$ cat src/rtl/dsp_pipe_reg.sv
// Configurable-depth operand pipeline register with runtime bypass, per-stage valid
// tracking, an in-flight counter and a pulse for items discarded by bypass.
module dsp_pipe_reg #(
  parameter int WIDTH = 18,
  parameter int DEPTH = 1,
  parameter int CNT_W = (DEPTH < 1) ? 1 : $clog2(DEPTH + 1)
) (
  input  logic             CLK,
  input  logic             RST_N,
  input  logic             CE,
  input  logic             CLR,
  input  logic             BYPASS,
  input  logic [WIDTH-1:0] D,
  input  logic             D_VLD,
  output logic [WIDTH-1:0] Q,
  output logic             Q_VLD,
  output logic [CNT_W-1:0] INFLIGHT,
  output logic             DROP
);

  generate
    if (DEPTH == 0) begin : g_wire
      assign Q        = D;
      assign Q_VLD    = D_VLD;
      assign INFLIGHT = '0;
      assign DROP     = 1'b0;
      wire unused_ok = &{1'b0, CLK, RST_N, CE, CLR, BYPASS};
    end else begin : g_pipe
      logic [DEPTH-1:0][WIDTH-1:0] data_q, data_d;
      logic [DEPTH-1:0]            vld_q, vld_d;
      logic [CNT_W-1:0]            cnt_q, cnt_d;
      logic                        drop_q, drop_d;

      always_comb begin
        data_d = data_q;
        vld_d  = vld_q;
        drop_d = 1'b0;
        if (CLR) begin
          data_d = '0;
          vld_d  = '0;
        end else begin
          if (CE) begin
            data_d[0] = D;
            vld_d[0]  = D_VLD;
            for (int i = 1; i < DEPTH; i++) begin
              data_d[i] = data_q[i-1];
              vld_d[i]  = vld_q[i-1];
            end
          end
          // Bypass keeps shifting data but invalidates everything, so nothing
          // stale can surface as valid once bypass is released.
          if (BYPASS) begin
            vld_d  = '0;
            drop_d = (cnt_q != '0);
          end
        end
        cnt_d = '0;
        for (int i = 0; i < DEPTH; i++) cnt_d = cnt_d + CNT_W'(vld_d[i]);
      end

      always_ff @(posedge CLK or negedge RST_N) begin
        if (!RST_N) begin
          data_q <= '0;
          vld_q  <= '0;
          cnt_q  <= '0;
          drop_q <= 1'b0;
        end else begin
          data_q <= data_d;
          vld_q  <= vld_d;
          cnt_q  <= cnt_d;
          drop_q <= drop_d;
        end
      end

      assign Q        = BYPASS ? D     : data_q[DEPTH-1];
      assign Q_VLD    = BYPASS ? D_VLD : vld_q[DEPTH-1];
      assign INFLIGHT = cnt_q;
      assign DROP     = drop_q;
    end
  endgenerate

endmodule

$ cat config.mk
export PLATFORM = sky130hd
export DESIGN_NAME = dsp_pipe_reg
export DESIGN_NICKNAME = d
export VERILOG_FILES = /design/src/rtl/dsp_pipe_reg.sv
export SDC_FILE = /design/constraint.sdc
export NUM_CORES = 1
export LEC_CHECK = 0
export ABC_CLOCK_PERIOD_IN_PS = 800
export BUFFER_PORTS_ARGS = -buffer_cell sky130_fd_sc_hd__buf_2
export CAP_MARGIN = 15
export CORE_MARGIN = 3
export CORE_UTILIZATION = 34
export DETAILED_ROUTE_END_ITERATION = 16
export GPL_ROUTABILITY_DRIVEN = 0
export PLACE_DENSITY = 0.62
export REMOVE_ABC_BUFFERS = 1
export SETUP_SLACK_MARGIN = 0.15
export SYNTH_ARGS = -nofsm -noshare
export SYNTH_HDL_FRONTEND = slang
export SYNTH_SLANG_ARGS = --single-unit
$ cat constraint.sdc
create_clock -name CLK -period 0.8 [get_ports CLK]
set_input_delay 0.08 -clock CLK [delete_from_list [all_inputs] [get_ports CLK]]
set_output_delay 0.08 -clock CLK [all_outputs]
set_load 0.005 [all_outputs]
# == After elaboration in Yosys (flattened, before gate mapping) ==
# Cells that the tools add are included.
# word_totals
reg_bits,20
wordCells,14
output_inout_bits,21
# classes
n_reduce_logical,2
muxes,9
# op_table
cell,n
2-to-1 mux 18 bit,3
2-to-1 mux 1 bit,6
nonzero test 3 bit,1
nonzero test 2 bit,1

# == Logic depth before layout (Yosys ltp) ==
# Gate-level depths: netlist (run 1).
# logic_depth
ltp_word,3
mapped_depth,4

# == Worst setup path after synthesis (run 1) ==
# OpenSTA, ideal clock, no wires.
# synth_timing
path_kind,register to output
from,register INFLIGHT (netlist name)
to,output Q_VLD
t_required_ns,0.720
n_path_buf,0
arrival_ns,0.654
setup_slack_ns,0.066
stages_incl_launch_ff,2
cell_sequence,dfrtp_1 -> mux2_2
# synth_lines
element,line_no,rtl
end: declaration,16,"output logic Q_VLD,"

# == Worst setup path after layout (run 1) ==
# layout_timing
from,register g_pipe.data_q[4] (netlist bit)
to,output Q[4]
# layout_via
elab_chain_len,1
# layout_rtl
element,line_no,rtl
start: declaration,29,"logic [DEPTH-1:0][WIDTH-1:0] data_q, data_d;"
start signal: assignment,68,data_q <= data_d;
2-to-1 mux 18 bit,75,assign Q = BYPASS ? D : data_q[DEPTH-1];
end: declaration,15,"output logic [WIDTH-1:0] Q,"
# Every way passes these cells.

==> results_dict.tcl, run 1 <==
set metrics [dict create \
    drv_cap 0 \
    dieArea_um2 3760 \
    switching_share 0.251 \
    slew_violations 0 \
    path_cells "mux2_4 > buf_6" \
    netlist_area_um2 1040 \
    placed_cell_area_um2 1330 \
    fin_skew_ns 0.000170 \
    power_frac_clock 0.221 \
    path_depth 2 \
    fin_crit_ns 1.17 \
    cts_buffers 3 \
    crit_fanout 2 \
    fin_ws_ns -0.368 \
    r2r_start "INFLIGHT$_DFFE_PN0P_" \
    grt_start_max_net_pins 21 \
    clock_latency_ns 0.29 \
    place_hpwl_um 1650 \
    p_leak_nw 0.824 \
    fmax_mhz 856 \
    tightest_slew_ns 0.443 \
    drtPass1Iterations 4 \
    drt_iter0_drc 24 \
    p_int_mw 1.57 \
    synth-seq-cells 20 \
    final_design_area_no_fill_um2 1500 \
    root_buffer "clkbuf_4" \
    min-delay-start "D[5]" \
    min_path_cells 3 \
    cp_slowest_cell "dfrtp_1" \
    end_kind "output port" \
    hold_path.class "input pin to flip-flop" \
    synthAdderAreaFrac 0 \
    crit_start "g_pipe.data_q[4]$_DFFE_PN0P_" \
    finalCritPeriodShare 1.46 \
    wl_um 2170 \
    core_um2 2830 \
    synth_cell_type_count 11 \
    h-tree-depth 1 \
    ios 45 \
    crit_buf_inv 1 \
    die_h_um 61.3 \
    antenna_found_initial 0 \
    reg2reg_to "INFLIGHT$_DFFE_PN0P_" \
    arrival_ns 1.09 \
    seq_area_frac_synth 0.481 \
    finalSetupViolations 23 \
    vias 807 \
    power_frac_seq 0.519 \
    syn_area_per_cell_um2 12.4 \
    synthMuxAreaShare 0.388 \
    antenna_cells 0 \
    rsz0062_at_grt "yes" \
    mostFrequentLayoutCell "buf_2" \
    rr_worst_depth 4 \
    synthCells 84 \
    ant_nets 0 \
    ir_drop_uv 409 \
    vias_per_cell 4.86 \
    violations "setup timing" \
    clkTransAtPathRegs_ns 0.11 \
    holdPathEnd "g_pipe.data_q[5]$_DFFE_PN0P_" \
    grt_pass1_wl_um 3350 \
    synthXorXnorAreaFrac 0 \
    cp.required_ns 0.72 \
    yosysWarningCount 0 \
    status "finished, violations left" \
    design_power_total_mw 2.10 \
    fin_nets 161 \
    cts_tree "built" \
    layout-drive-gt1-share 0.556 \
    die_w_um 61.3 \
    cellPowerDensity_nw_per_um2 1400 \
    hold_violations 0 \
    rows 19 \
    synth_simple_gate_area_frac 0.0781 \
    r2r_slack_ns -0.12 \
    wl_per_cell_um 13.1 \
    slew_headroom 0.705 \
    synth_top_family_by_area "multiplexers" \
    clkSinkCount 20 \
    portBuffers 44 \
    critical-path-top-delay-family "flip-flops" \
    overflow 0 \
    cts_buffer_depth 2 \
    startpoint_type "flip-flop" \
    fillers 251 \
    slowest_delay_ns 0.40 \
    switchingPower_mw 0.526 \
    grt_usage 0.123 \
    areaGrowthSynthToFinish_pct 43.8 \
    drc 0 \
    pwr-share-comb 0.260 \
    path_class "flip-flop to output port" \
    grt_pass1_vias 762 \
    final_cell_mix "33 x buf_2, 20 x dfrtp_1, 19 x mux2i_1, 18 x nor2_1, 13 x buf_6" \
    synth_compound_area_frac 0 \
    start_util 0.368 \
]
worst register-to-register path, stage by stage (launching register included):
cell,delay (ns)
dfrtp_1,0.40
buf_6,0.13
buf_6,0.10
mux2i_1,0.11
nor3_1,0.06
synth_stat cells:
library cell	n	share of area
and3b_1	1	0.0084
buf_12	1	0.019
buf_2	1	0.0048
buf_4	2	0.014
buf_6	1	0.011
clkbuf_1	1	0.0036
dfrtp_1	20	0.48
mux2_2	19	0.21
mux2i_1	19	0.18
nor2_1	18	0.065
nor3_1	1	0.0048
area by class of cell:
type | count | area (um^2) | share of cell area
Clock buffer | 3 | 22.5 | 0.0151
Sequential cell | 20 | 500 | 0.334
Multi-Input combinational cell | 58 | 523 | 0.349
Tap cell | 31 | 38.8 | 0.0259
Timing Repair Buffer | 54 | 412 | 0.275
metal layers:
| layer | track usage | vias up | part of all wire |
|---|---|---|---|
| met5 | 0 | - | 0 |
| met4 | 0.0727 | 0 | 0.018 |
| met3 | 0.0126 | 4 | 0.056 |
| met2 | 0.204 | 28 | 0.49 |
| met1 | 0.154 | 383 | 0.44 |
| li1 | - | 392 | - |
per-stage QoR:
| stage | setup WS, ns | hold WS, ns | std cells | util | setup TNS [ns] |
|---|---|---|---|---|---|
| floorplan | 0.0663 | -0.216 | 78 | - | 0 |
| global placement | -0.116 | 0.0475 | 159 | 0.469 | -1.87 |
| detailed placement | -0.134 | 0.0518 | 159 | 0.469 | -2.18 |
| CTS | -0.376 | 0.0284 | 165 | 0.515 | -7.34 |
| global route | -0.412 | 0.0399 | 166 | 0.529 | -8.13 |
| finish | -0.368 | 0.0339 | 166 | 0.529 | -7.09 |
worst max-delay path by stage:
stage,to,slack [ns]
3_3_place_gp,Q[1],-0.12
3_5_place_dp,Q[12],-0.13
2_1_floorplan,Q_VLD,0.07
4_1_cts,Q[1],-0.38
6_report,Q[4],-0.37
5_1_grt,Q[9],-0.41
timing repair:
action | CTS | global route
buffers inserted | 2 | 1
hold buffers | 1 | 0
endpoints found under the hold margin | 20 | 0
gates resized for setup | 17 | 6
endpoints found under the setup margin | 41 | 41
power by group through the flow:
stage | Sequential [mW] | Clock [mW] | Combinational (mW)
detailed placement | 1.11 | 0 | 0.454
finish | 1.09 | 0.464 | 0.546
global route | 1.10 | 0.513 | 0.596
global placement | 1.11 | 0 | 0.446
floorplan | 1.10 | 0 | 0.183
CTS | 1.09 | 0.480 | 0.527
flip-flops by register name, indices dropped and copies added, names as in the netlist:
name	count
INFLIGHT	1
g_pipe.data_q	18
DROP	1
cell families (layout without fill, tap and decap cells):
group | Yosys count | after routing
buf+inv | 6 | 57
flops | 20 | 20
mux | 38 | 38
simple gates | 20 | 20
Note: power is estimated with default switching activity, not from simulation.
==> run 2, diff against run 1 <==
CORE_MARGIN = 4   (was 3)
PLACE_DENSITY = 0.67   (was 0.62)
==> run 2 against run 1 <==
  * The run still ends with setup timing left
  * Final cell count is 2.4% higher
  * Global-route usage up 0.28 points
  * Register-to-register slack is essentially flat
  * Combinational power is 17% higher
  * Fmax is 1.5% lower
  * Non-clock buffer count rose by 3
  * Critical path depth unchanged
  * Clock skew is essentially flat
  * Die area grew 6.6%
  * Total power is 10% higher
  * Cell area rose by 8.9%
  * First-iteration DRC count up 29%
  * Largest power group unchanged
  * Highest routed layer unchanged
==> results_dict.tcl, run 2 (same netlist as run 1, synthesis figures left out) <==
set metrics [dict create \
    status "finished, violations left" \
    violations "setup timing" \
    antenna_found_initial 0 \
    h-tree-depth 1 \
    hold_path.class "input pin to flip-flop" \
    startpoint_type "flip-flop" \
    vias_per_cell 4.95 \
    p_int_mw 1.75 \
    stdcell_count 170 \
    grt_pass1_vias 923 \
    crit_buf_inv 1 \
    fin_util 0.576 \
    placed_cell_area_um2 1310 \
    cts_buffer_depth 2 \
    drtPass1Iterations 4 \
    fin_nets 164 \
    slowest_delay_ns 0.41 \
    pwr-share-comb 0.276 \
    cts_tree "built" \
    wl_um 2440 \
    portBuffers 44 \
    tightest_slew_ns 0.271 \
    areaGrowthSynthToFinish_pct 56.5 \
    critical-path-top-delay-family "flip-flops" \
    p_leak_nw 0.892 \
    hold_slack_ns 0.0347 \
    wl_per_cell_um 14.3 \
    cts_buffers 3 \
    crit_start "g_pipe.data_q[2]$_DFFE_PN0P_" \
    cp_slowest_cell "dfrtp_1" \
    cp.required_ns 0.72 \
    finalSetupViolations 27 \
    drc 0 \
    clkSinkCount 20 \
    fin_skew_ns 0.000211 \
    crit_fanout 2 \
    cellPowerDensity_nw_per_um2 1420 \
    regMostFlops "g_pipe.data_q" \
    slew_headroom 0.819 \
    r2r_slack_ns -0.11 \
    core_um2 2830 \
    path_cells "mux2_4 > buf_6" \
    grt_start_max_net_pins 22 \
    drt_iter0_drc 31 \
    final_design_area_no_fill_um2 1630 \
    die_h_um 63.3 \
    hold_violations 0 \
    reg2reg_to "INFLIGHT$_DFFE_PN0P_" \
    power_frac_seq 0.472 \
    grt_usage 0.125 \
    clock_latency_ns 0.29 \
    path_depth 2 \
    power_frac_clock 0.252 \
    final_cell_mix "27 x buf_6, 24 x buf_2, 20 x dfrtp_1, 19 x mux2_4, 19 x mux2i_1" \
    ios 45 \
    fin_crit_ns 1.19 \
    clkTransAtPathRegs_ns 0.12 \
    fmax_mhz 844 \
    die_w_um 63.3 \
    r2r_start "INFLIGHT$_DFFE_PN0P_" \
    dp.cells 158 \
    endpoint "Q[2]" \
    end_kind "output port" \
    ant_nets 0 \
    drv_cap 0 \
    rsz0062_at_grt "yes" \
    grt_pass1_wl_um 4070 \
    path_class "flip-flop to output port" \
    vias 842 \
    ir_drop_uv 567 \
    root_buffer "clkbuf_4" \
    largest_reg_flops 18 \
    place_hpwl_um 1690 \
    start_util 0.368 \
    layout-drive-gt1-share 0.568 \
    rows 19 \
    totalNegativeSetupSlack_ns -7.63 \
    switchingPower_mw 0.571 \
    dieArea_um2 4010 \
    mostFrequentLayoutCell "buf_6" \
    fin_ws_ns -0.385 \
    finalCritPeriodShare 1.48 \
    antenna_cells 0 \
    slew_violations 0 \
    rr_worst_depth 4 \
    overflow 0 \
    switching_share 0.246 \
    arrival_ns 1.11 \
]
-- run 2: changes by cell type in the layout (fill, tap and decap cells not counted) --
cell	delta
buf_2	-9
buf_4	-2
clkbuf_8	+1
buf_12	-1
mux2_4	+9
mux2_2	-9
buf_6	+14
clkbuf_4	+1
-- run 2: metrics by stage --
| stage | power (mW) | setup slack [ns] |
|---|---|---|
| global route | 2.44 | -0.430 |
| finish | 2.32 | -0.385 |
| detailed placement | 1.55 | -0.106 |
| CTS | 2.29 | -0.385 |
| floorplan | 1.28 | 0.0663 |
| global placement | 1.54 | -0.0902 |
-- run 2: how the worst min path moves through the flow --
| stage | startpoint | endpoint | slack [ns] | cells after the start |
|---|---|---|---|---|
| 2_1_floorplan | RST_N | DROP$_DFF_PN0_ | -0.22 | 0 |
| 3_3_place_gp | RST_N | g_pipe.data_q[15]$_DFFE_PN0P_ | 0.05 | 1 |
| 3_5_place_dp | RST_N | g_pipe.data_q[10]$_DFFE_PN0P_ | 0.05 | 1 |
| 4_1_cts | D[7] | g_pipe.data_q[7]$_DFFE_PN0P_ | 0.03 | 3 |
| 5_1_grt | D[10] | g_pipe.data_q[10]$_DFFE_PN0P_ | 0.04 | 3 |
| 6_report | D[7] | g_pipe.data_q[7]$_DFFE_PN0P_ | 0.03 | 3 |
-- run 2: worst reg2reg max path: cells and delay by family, from the launching register on --
kind                   cells  cell delay, ns
DFF                        1            0.40
muxes                      1            0.11
and+or+nand+nor            1            0.06
buffers and inverters      2            0.23
-- run 2: cell type report --
type / instances / area (um^2)
tap: 31 / 38.8
fill: 265 / 1200
timing repair buffer: 57 / 497
clock buffer: 4 / 36.3
multi-input combinational: 58 / 557
sequential: 20 / 500
-- run 2: power groups by stage --
stage | Combinational (mW) | Sequential (mW) | Clock [mW]
finish | 0.641 | 1.09 | 0.585
global route | 0.693 | 1.10 | 0.641
CTS | 0.600 | 1.09 | 0.596
detailed placement | 0.443 | 1.11 | 0
global placement | 0.431 | 1.11 | 0
floorplan | 0.183 | 1.10 | 0
-- run 2: metal layers --
metal,track usage,wire length [um],vias to the layer above
met4,0.0404,9,0
met1,0.155,1080,412
met5,0,0,-
met2,0.213,1190,27
met3,0.0320,164,2
li1,-,-,401
-- run 2: what timing repair did --
action | in CTS | in global routing
buffers inserted | 3 | 4
gates cloned | 0 | 0
setup endpoints to repair | 41 | 52
hold buffers | 1 | 0
hold endpoints to repair | 20 | 0
gates resized for setup | 35 | 12
pin swaps | 0 | 6
